[src/rtl/robo_pkg.sv]
// robo_pkg: state encoding and command codes shared by the controller, map memory and benches
package robo_pkg;
   localparam logic [2:0] ST_IDLE = 3'd0, ST_SETTLE = 3'd1, ST_DECIDE = 3'd2,
                          ST_CMD = 3'd3, ST_DONE = 3'd4, ST_ERRO = 3'd5;
   typedef enum logic [2:0] {
      IDLE = ST_IDLE, SETTLE = ST_SETTLE, DECIDE = ST_DECIDE,
      CMD = ST_CMD, DONE = ST_DONE, ERRO = ST_ERRO
   } state_t;
   localparam logic [1:0] CMD_NONE = 2'd0, CMD_AVANCAR = 2'd1, CMD_GIRAR = 2'd2, CMD_REMOVER = 2'd3;
endpackage

[src/rtl/robo_espera.sv]
// robo_espera: loadable down-counter; expired is high once CYCLES cycles have elapsed since load
module robo_espera #(
   parameter int CYCLES = 2
) (
   input  logic clock,
   input  logic reset,
   input  logic load,
   output logic expired
);
   localparam int W = CYCLES > 1 ? $clog2(CYCLES) : 1;
   logic [W-1:0] cnt;
   always_ff @(posedge clock)
      if (reset) cnt <= '0;
      else cnt <= load ? W'(CYCLES - 1) : (cnt != '0 ? cnt - 1'b1 : cnt);
   assign expired = cnt == '0;
endmodule

[src/rtl/robo_controle.sv]
// robo_controle: left-hand wall follower issuing one-cycle avancar/girar/remover pulses to the map memory
module robo_controle
   import robo_pkg::*;
#(
   parameter int SETTLE_CYCLES = 2,
   parameter int MAX_STEPS     = 400,
   parameter int MAX_SPIN      = 4,
   parameter int STEP_W        = 10
) (
   input  logic              clock,
   input  logic              reset,
   input  logic              start,
   input  logic              head,
   input  logic              left,
   input  logic              under,
   input  logic              barrier,
   output logic              avancar,
   output logic              girar,
   output logic              remover,
   output logic              busy,
   output logic              done,
   output logic              erro,
   output logic [STEP_W-1:0] passos
);
   localparam int SPIN_W = $clog2(MAX_SPIN + 1);
   localparam logic [SPIN_W-1:0] SPIN_MAX = SPIN_W'(MAX_SPIN);
   localparam logic [STEP_W-1:0] STEP_MAX = STEP_W'(MAX_STEPS);
   state_t state, state_n;
   logic [1:0] cmd, cmd_n, rot_pend, rot_pend_n;
   logic virou, virou_n, expired, load;
   logic [SPIN_W-1:0] spin, spin_n;
   logic [STEP_W-1:0] passos_n;
   robo_espera #(.CYCLES(SETTLE_CYCLES)) u_espera (
      .clock(clock), .reset(reset), .load(load), .expired(expired)
   );
   always_ff @(posedge clock)
      if (reset) begin
         state    <= IDLE;
         cmd      <= CMD_NONE;
         rot_pend <= '0;
         virou    <= 1'b0;
         spin     <= '0;
         passos   <= '0;
      end else begin
         state    <= state_n;
         cmd      <= cmd_n;
         rot_pend <= rot_pend_n;
         virou    <= virou_n;
         spin     <= spin_n;
         passos   <= passos_n;
      end
   always_comb begin
      state_n    = state;
      cmd_n      = cmd;
      rot_pend_n = rot_pend;
      virou_n    = virou;
      spin_n     = spin;
      passos_n   = passos;
      case (state)
         IDLE, DONE, ERRO:
            if (start) begin
               state_n    = SETTLE;
               cmd_n      = CMD_NONE;
               rot_pend_n = '0;
               virou_n    = 1'b0;
               spin_n     = '0;
               passos_n   = '0;
            end
         // remaining left-turn pulses skip DECIDE entirely
         SETTLE:
            if (expired) begin
               state_n    = rot_pend != '0 ? CMD : DECIDE;
               rot_pend_n = rot_pend != '0 ? rot_pend - 2'd1 : rot_pend;
            end
         DECIDE:
            if (under) state_n = DONE;
            else if (barrier) begin
               state_n = CMD;
               cmd_n   = CMD_REMOVER;
               spin_n  = '0;
            end else if (!left && !virou) begin
               state_n    = spin == SPIN_MAX ? ERRO : CMD;
               cmd_n      = CMD_GIRAR;
               rot_pend_n = spin == SPIN_MAX ? rot_pend : 2'd2;
               virou_n    = 1'b1;
               spin_n     = spin == SPIN_MAX ? spin : spin + 1'b1;
            end else if (!head) begin
               state_n  = passos == STEP_MAX ? ERRO : CMD;
               cmd_n    = CMD_AVANCAR;
               virou_n  = 1'b0;
               spin_n   = '0;
               passos_n = passos == STEP_MAX ? passos : passos + 1'b1;
            end else begin
               state_n = spin == SPIN_MAX ? ERRO : CMD;
               cmd_n   = CMD_GIRAR;
               virou_n = 1'b0;
               spin_n  = spin == SPIN_MAX ? spin : spin + 1'b1;
            end
         CMD: state_n = SETTLE;
         default: state_n = IDLE;
      endcase
   end
   assign load    = state_n == SETTLE && state != SETTLE;
   assign avancar = state == CMD && cmd == CMD_AVANCAR;
   assign girar   = state == CMD && cmd == CMD_GIRAR;
   assign remover = state == CMD && cmd == CMD_REMOVER;
   assign busy    = state == SETTLE || state == DECIDE || state == CMD;
   assign done    = state == DONE;
   assign erro    = state == ERRO;
endmodule

[config.mk]
export PLATFORM = sky130hd
export DESIGN_NAME = robo_controle
export DESIGN_NICKNAME = d
export VERILOG_FILES = /design/src/rtl/robo_pkg.sv /design/src/rtl/robo_espera.sv /design/src/rtl/robo_controle.sv
export SDC_FILE = /design/constraint.sdc
export NUM_CORES = 1
export LEC_CHECK = 0
export ABC_AREA = 1
export CAP_MARGIN = 15
export CORE_MARGIN = 2
export CORE_UTILIZATION = 55
export CTS_BUF_LIST = sky130_fd_sc_hd__clkbuf_8
export DETAILED_ROUTE_END_ITERATION = 7
export PLACE_DENSITY = 0.81
export SLEW_MARGIN = 20
export SYNTH_ARGS = -nofsm -noshare
export SYNTH_HDL_FRONTEND = slang
export SYNTH_SLANG_ARGS = --single-unit
[constraint.sdc]
create_clock -name clock -period 1.8 [get_ports clock]
set_input_delay 0.45 -clock clock [delete_from_list [all_inputs] [get_ports clock]]
set_output_delay 0.45 -clock clock [all_outputs]
set_load 0.01 [all_outputs]
==> metrics.txt, run 1 <==
status=finished clean; Net Sw Frac=0.439; syn_area_per_cell=6.09 µm²; most frequent cells in the layout=nand2_1, inv_1, nor2_1; Clock Skews=0.00705 ns; Total GRT Usage=0.231; CP Data Arrival Time=1.29 ns; part of the power in the clock network=0.151; unrepaired setup endpoints after global routing=false; WL final=3.49 mm; reg2reg setup slack=0.18 ns; DRC Markers=0; Final Critical Period=1.74 ns; R2R cell count=11; hold path endpoint=cmd[0]$_SDFFE_PP0P_; syn_nets=270; full die area=0.00330 mm²; vias per cell=5.12; worst slew pin tran=0.311 ns; Startpoint Class=flip-flop; vias in the first global route=1389; Post-DP Area=0.00187 mm²; Placed Cells=316; Layout Area Growth over Synthesis=20.7%; 1st-iter DRT viols=87; Die Wd=57.5 µm; Hold Slack=0.487 ns; number of port buffers=22; HP Class=flip-flop to flip-flop; synth unique cells=29; Vias=1632; Sequential Power Share=0.321; critical hold path startpoint=cmd[0]$_SDFFE_PP0P_; Reg2Reg Launch Point=state[2]$_SDFF_PP0_; DPL Wire Length=2.73 mm; Area contributors post-synth=dfxtp_1, nand2_1, inv_1; FP Rows=19; CP endpoint kind=output pin; TritonCTS Buffers=3; Final Net Count=302; Final GP Congestion=0.955; Syn Inst Count=258; Gate power share=0.528; drt pass-1 iters=4; Overflow after GRT=0; hold path depth=2; CTS tree=built; Clock transition at path regs=0.08 ns; NetSw=871 µW; Fmax=0.576 GHz; Crit Path Category=flip-flop to output pin; core area=0.00273 mm²; root buffer cell=clkbuf_8; worst-path fanout max=8; top-area cell type share of the netlist area=0.280; fin. max-slew vios=0; sequential share of the synthesized area=0.280; share of layout cells above drive strength 1=0.128; Ports=23; TritonCTS Sinks=22; reg-to-reg endpoint=rot_pend[0]$_SDFFE_PP0P_; Slew Limit Headroom=0.792; commonest non-fill, non-tap cell in the layout=nand2_1; final non-filler cell total=319; Max-Cap Viols=0; clk buf depth=2; synthesized area=0.00157 mm²; Yosys top cell by area=dfxtp_1; worst setup path start=passos[0]$_SDFFE_PP0P_; clk_lat worst skew=0.26 ns; Worst Path Required=1.35 ns; Detail Route Antenna Nets=0; DIE HEIGHT=57.5 µm; WL/cell=10.9 µm; initial antenna violation count=0; PD cells=1050 mW/mm²; Tcrit/Tclk final=0.965; largest net degree at the start of global routing=16; Yosys warnings=0; first-pass GRT wire length=6.08 mm; Initial Utilization=0.575; Static Leak=0.862 nW; CTS Hold Buffers Added=0; FF+latch count, synth=22; H-tree levels=1; internal power=1.12 mW; Max IR drop VDD=0.000986 V; final hold violations=0; final setup vio count=0; design area=0.00190 mm²; diodes inserted=0
-- area by class of cell --
cell class	instances	area (µm²)
Multi-Input combinational cell	192	942
Inverter	37	141
Sequential cell	22	442
Timing Repair Buffer	34	292
Tap cell	31	38.8
Fill cell	250	837
Clock buffer	3	41.3
-- how the worst max path moves through the flow --
stage	endpoint	slack, ns	cells past startpoint
after floorplan	passos[1]$_SDFFE_PP0P_	0.26	11
after global placement	passos[1]$_SDFFE_PP0P_	-0.03	10
after detailed placement	passos[9]$_SDFFE_PP0P_	-0.05	9
after CTS	passos[2]	0.0006	1
after global routing	passos[0]	0.006	2
final	passos[0]	0.06	2
-- timing repair --
item                                    in CTS  in global routing
endpoints found under the setup margin       6                  4
gates resized for setup                      6                  8
hold endpoints to repair                     0                  0
buffers inserted                             0                  0
-- cell families (layout without fill, tap and decap cells) --
group / Yosys count / count (layout) / synth area share
adder cells (fa/ha/maj): 5 / 5 / 0.0398
buffers and inverters: 44 / 74 / 0.122
AND/OR/NAND/NOR: 151 / 151 / 0.430
AO/OA/AOI/OAI: 33 / 33 / 0.111
XOR/XNOR: 3 / 3 / 0.0167
flip-flops: 22 / 22 / 0.280
-- critical path, stage by stage (launching register included) --
cell and delay (ns):
dfxtp_1 0.33, buf_4 0.15, clkdlybuf4s50_1 0.54
-- metal layers --
layer  track usage  up-vias  wire (µm)
met1         0.334      713       1620
met5             0        -          0
met3        0.0476        4        248
met4        0.0399        0         28
li1              -      867          -
met2         0.359       48       1590
-- through the flow --
stage	setup TNS (ns)	util	total power, mW	setup slack (ns)
final	0	0.694	1.99	0.0633
after global routing	0	0.694	2.17	0.00583
after CTS	0	0.697	1.99	0.000553
after detailed placement	-0.198	0.684	1.70	-0.0545
after global placement	-0.112	0.684	1.68	-0.0292
after floorplan	0	-	1.44	0.262
-- state kept, by name, summed over array words and instances, names as in the netlist --
| register | cells |
|---|---|
| state | 3 |
| u_espera.cnt | 1 |
| virou | 1 |
| rot_pend | 2 |
| passos | 10 |
| spin | 3 |
| cmd | 2 |
-- synth_stat cells --
cell and number:
inv_4 1, nand2_2 6, nand2_4 2, dfxtp_1 22
xor2_1 2, buf_1 1, nand3b_1 1, nand3_2 1
o21bai_1 2, a21oi_1 18, nand2_1 71, nor2_1 33
o21ai_0 11, inv_2 2, nor3b_1 1, clkbuf_1 2
ha_1 5, nor3_1 5, buf_6 3, and2_1 1
xnor2_1 1, nor3_4 1, o21ai_2 1, nor2_2 3
buf_2 1, inv_1 34, nand4_1 3, a31oi_1 1
nand3_1 23
-- power by group through the flow --
stage,registers (mW),clock network [mW],logic [mW]
2_1_floorplan,0.643,0,0.795
3_3_place_gp,0.644,0,1.04
3_5_place_dp,0.646,0,1.05
4_1_cts,0.637,0.305,1.05
5_1_grt,0.649,0.325,1.20
6_report,0.637,0.300,1.05
Note: power is estimated with default switching activity, not from simulation.
==> run 2, diff against run 1 <==
Settings changed: HOLD_SLACK_MARGIN from default to 0.15.
==> results of run 2 <==
The final DEF is identical to that of run 1; final timing and power are the same.
==> run 3, diff against run 2 <==
Settings changed: CAP_MARGIN 15 to 0, CORE_UTILIZATION 55 to 30, PLACE_DENSITY 0.81 to default, SLEW_MARGIN 20 to 10.
==> run 3 against run 2 <==
- largest cell class unchanged
- hold slack is essentially flat
- first-iteration DRC count grew 60%
- global-route usage shrank 9.4 points
- register-to-register slack is essentially flat
- flip-flop and latch count is the same
- critical endpoint is now passos[3]
- design area grew 5.5%
- die area grew 77%
- setup slack lost 0.0055 ns
- largest power group unchanged
- critical path type unchanged
- cell count grew 13%
- sequential share of layout area shrank 1.0 points
==> metrics.txt, run 3 (synthesis results as in run 1) <==
max reg flops=10 (unchanged); root buffer cell=clkbuf_8 (unchanged); Max-Cap Viols=0 (unchanged); final hold violations=0 (unchanged); fill count=551 (was 250); Net Sw Frac=0.441 (was 0.439); H-tree levels=1 (unchanged); CP endpoint kind=output pin (unchanged); reg-to-reg endpoint=passos[1]$_SDFFE_PP0P_ (was rot_pend[0]$_SDFFE_PP0P_); CTS Hold Buffers Added=0 (unchanged); initial antenna violation count=0 (unchanged); WL/cell=10.9 µm (about the same); clk_lat worst skew=0.28 ns (was 0.26 ns); critical hold path startpoint=cmd[1]$_SDFFE_PP0P_ (was cmd[0]$_SDFFE_PP0P_); Static Leak=0.886 nW (was 0.862 nW); Initial Utilization=0.310 (was 0.575); drt pass-1 iters=4 (unchanged); Final Critical Period=1.74 ns (about the same); largest net degree at the start of global routing=16 (unchanged); core area=0.00507 mm² (was 0.00273 mm²); setup repair bufs after CTS=0 (unchanged); Max IR drop VDD=0.000436 V (was 0.000986 V); Final Net Count=304 (was 302); vias per cell=4.60 (was 5.12); Final GP Congestion=0.825 (was 0.955); Worst path slowest cell=clkdlybuf4s50_1 (unchanged); NetSw=962 µW (was 871 µW); FP Rows=26 (was 19); Sequential Power Share=0.295 (was 0.321); Crit Path Category=flip-flop to output pin (unchanged); DRC Markers=0 (unchanged); Ports=23 (unchanged); Vias=1659 (was 1632); Startpoint Class=flip-flop (unchanged); part of the power in the clock network=0.177 (was 0.151); Layout Area Growth over Synthesis=27.3% (was 20.7%); unrepaired setup endpoints after global routing=false (unchanged); Reg2Reg Launch Point=state[2]$_SDFF_PP0_ (unchanged); Total GRT Usage=0.136 (was 0.231); Fmax=0.574 GHz (was 0.576 GHz); Overflow after GRT=0 (unchanged); worst slew pin tran=0.290 ns (was 0.311 ns); Detail Route Antenna Nets=0 (unchanged); crit path cell chain=clkdlybuf4s50_1 (was buf_4, clkdlybuf4s50_1); CP Data Arrival Time=1.29 ns (about the same); fin. max-slew vios=0 (unchanged); Die Wd=76.4 µm (was 57.5 µm); Critical Path Sink=passos[3] (was passos[0]); commonest non-fill, non-tap cell in the layout=nand2_1 (unchanged); CP peak stage delay=0.57 ns (was 0.54 ns); Crit path max-delay family=buffers and inverters (unchanged); HP Class=flip-flop to flip-flop (unchanged); status=finished clean (unchanged); 1st-iter DRT viols=139 (was 87); PD cells=1090 mW/mm² (was 1050 mW/mm²); full die area=0.00583 mm² (was 0.00330 mm²); Slew Limit Headroom=0.806 (was 0.792); worst path bufs/invs=1 (was 2); Clock Skews=0.00627 ns (was 0.00705 ns); TritonCTS Buffers=3 (unchanged); Tcrit/Tclk final=0.968 (was 0.965); reg2reg setup slack=0.19 ns (was 0.18 ns); worst-path fanout max=6 (was 8); DPL Wire Length=2.95 mm (was 2.73 mm); clk buf depth=2 (unchanged); vias in the first global route=1492 (was 1389); design area=0.00200 mm² (was 0.00190 mm²); Reg with most FFs=passos (unchanged); diodes inserted=0 (unchanged); most frequent cells in the layout=nand2_1, inv_1, nor2_1 (unchanged); Clock transition at path regs=0.09 ns (was 0.08 ns); WL final=3.92 mm (was 3.49 mm); Gate power share=0.529 (was 0.528); biggest regs=passos x10, spin x3, state x3 (unchanged); R2R cell count=10 (was 11); TritonCTS Sinks=22 (unchanged); first-pass GRT wire length=6.64 mm (was 6.08 mm); CTS tree=built (unchanged); final non-filler cell total=361 (was 319); number of port buffers=22 (unchanged); Critical Path Stages=1 (was 2); internal power=1.22 mW (was 1.12 mW); final setup vio count=0 (unchanged); Worst Path Required=1.35 ns (about the same); Post-DP Area=0.00195 mm² (was 0.00187 mm²); Placed Cells=357 (was 316); worst setup path start=passos[3]$_SDFFE_PP0P_ (was passos[0]$_SDFFE_PP0P_); DIE HEIGHT=76.4 µm (was 57.5 µm); share of layout cells above drive strength 1=0.151 (was 0.128)
-- run 3: cell types whose count changed in the layout (fill, tap and decap cells not counted), sizes merged --
cell and change:
buf +2, clkbuf +1
-- run 3: how the worst min path moves through the flow --
stage	slack, ns	depth (start not counted)	endpoint
floorplan	0.45	2	rot_pend[1]$_SDFFE_PP0P_
global placement	0.47	2	cmd[1]$_SDFFE_PP0P_
detailed placement	0.47	2	rot_pend[1]$_SDFFE_PP0P_
global route	0.51	2	rot_pend[1]$_SDFFE_PP0P_
finish	0.49	2	cmd[1]$_SDFFE_PP0P_
CTS	0.49	2	cmd[1]$_SDFFE_PP0P_
-- run 3: routing by layer --
| metal | routed length (µm) | GRT usage | up-vias | share of wire |
|---|---|---|---|---|
| met5 | 0 | 0 | - | 0 |
| met4 | 23 | 0.0382 | 0 | 0.0059 |
| met3 | 188 | 0.0190 | 3 | 0.048 |
| met2 | 1720 | 0.217 | 41 | 0.44 |
| met1 | 1990 | 0.193 | 735 | 0.51 |
| li1 | - | - | 880 | - |
-- run 3: through the flow --
stage	setup slack (ns)	util	hold WS, ns	total power, mW	TNS [ns]
floorplan	0.262	-	0.454	1.44	0
finish	0.0578	0.394	0.487	2.18	0
global route	0.00847	0.394	0.510	2.37	0
global placement	-0.0821	0.384	0.472	1.78	-0.366
CTS	0.0135	0.393	0.491	2.16	0
detailed placement	-0.0961	0.384	0.475	1.79	-0.446
-- run 3: area by class of cell --
| type | instances | area, µm² | share of cell area |
|---|---|---|---|
| multi-input cells | 192 | 952 | 0.476 |
| well taps | 70 | 87.6 | 0.0438 |
| flip-flops and latches | 22 | 445 | 0.223 |
| clock buffers | 4 | 55.1 | 0.0275 |
| inverters | 37 | 141 | 0.0707 |
| repair buffers | 36 | 319 | 0.159 |
-- run 3: what timing repair did --
action / in CTS / in global routing
resized for setup: 7 / 13
gates cloned: 0 / 0
setup endpoints to repair: 7 / 7
-- run 3: power groups by stage --
stage | clock [mW] | combinational [mW] | sequential (mW)
floorplan | 0 | 0.795 | 0.643
global placement | 0 | 1.13 | 0.649
detailed placement | 0 | 1.14 | 0.648
CTS | 0.388 | 1.14 | 0.638
global route | 0.413 | 1.30 | 0.661
finish | 0.385 | 1.15 | 0.643
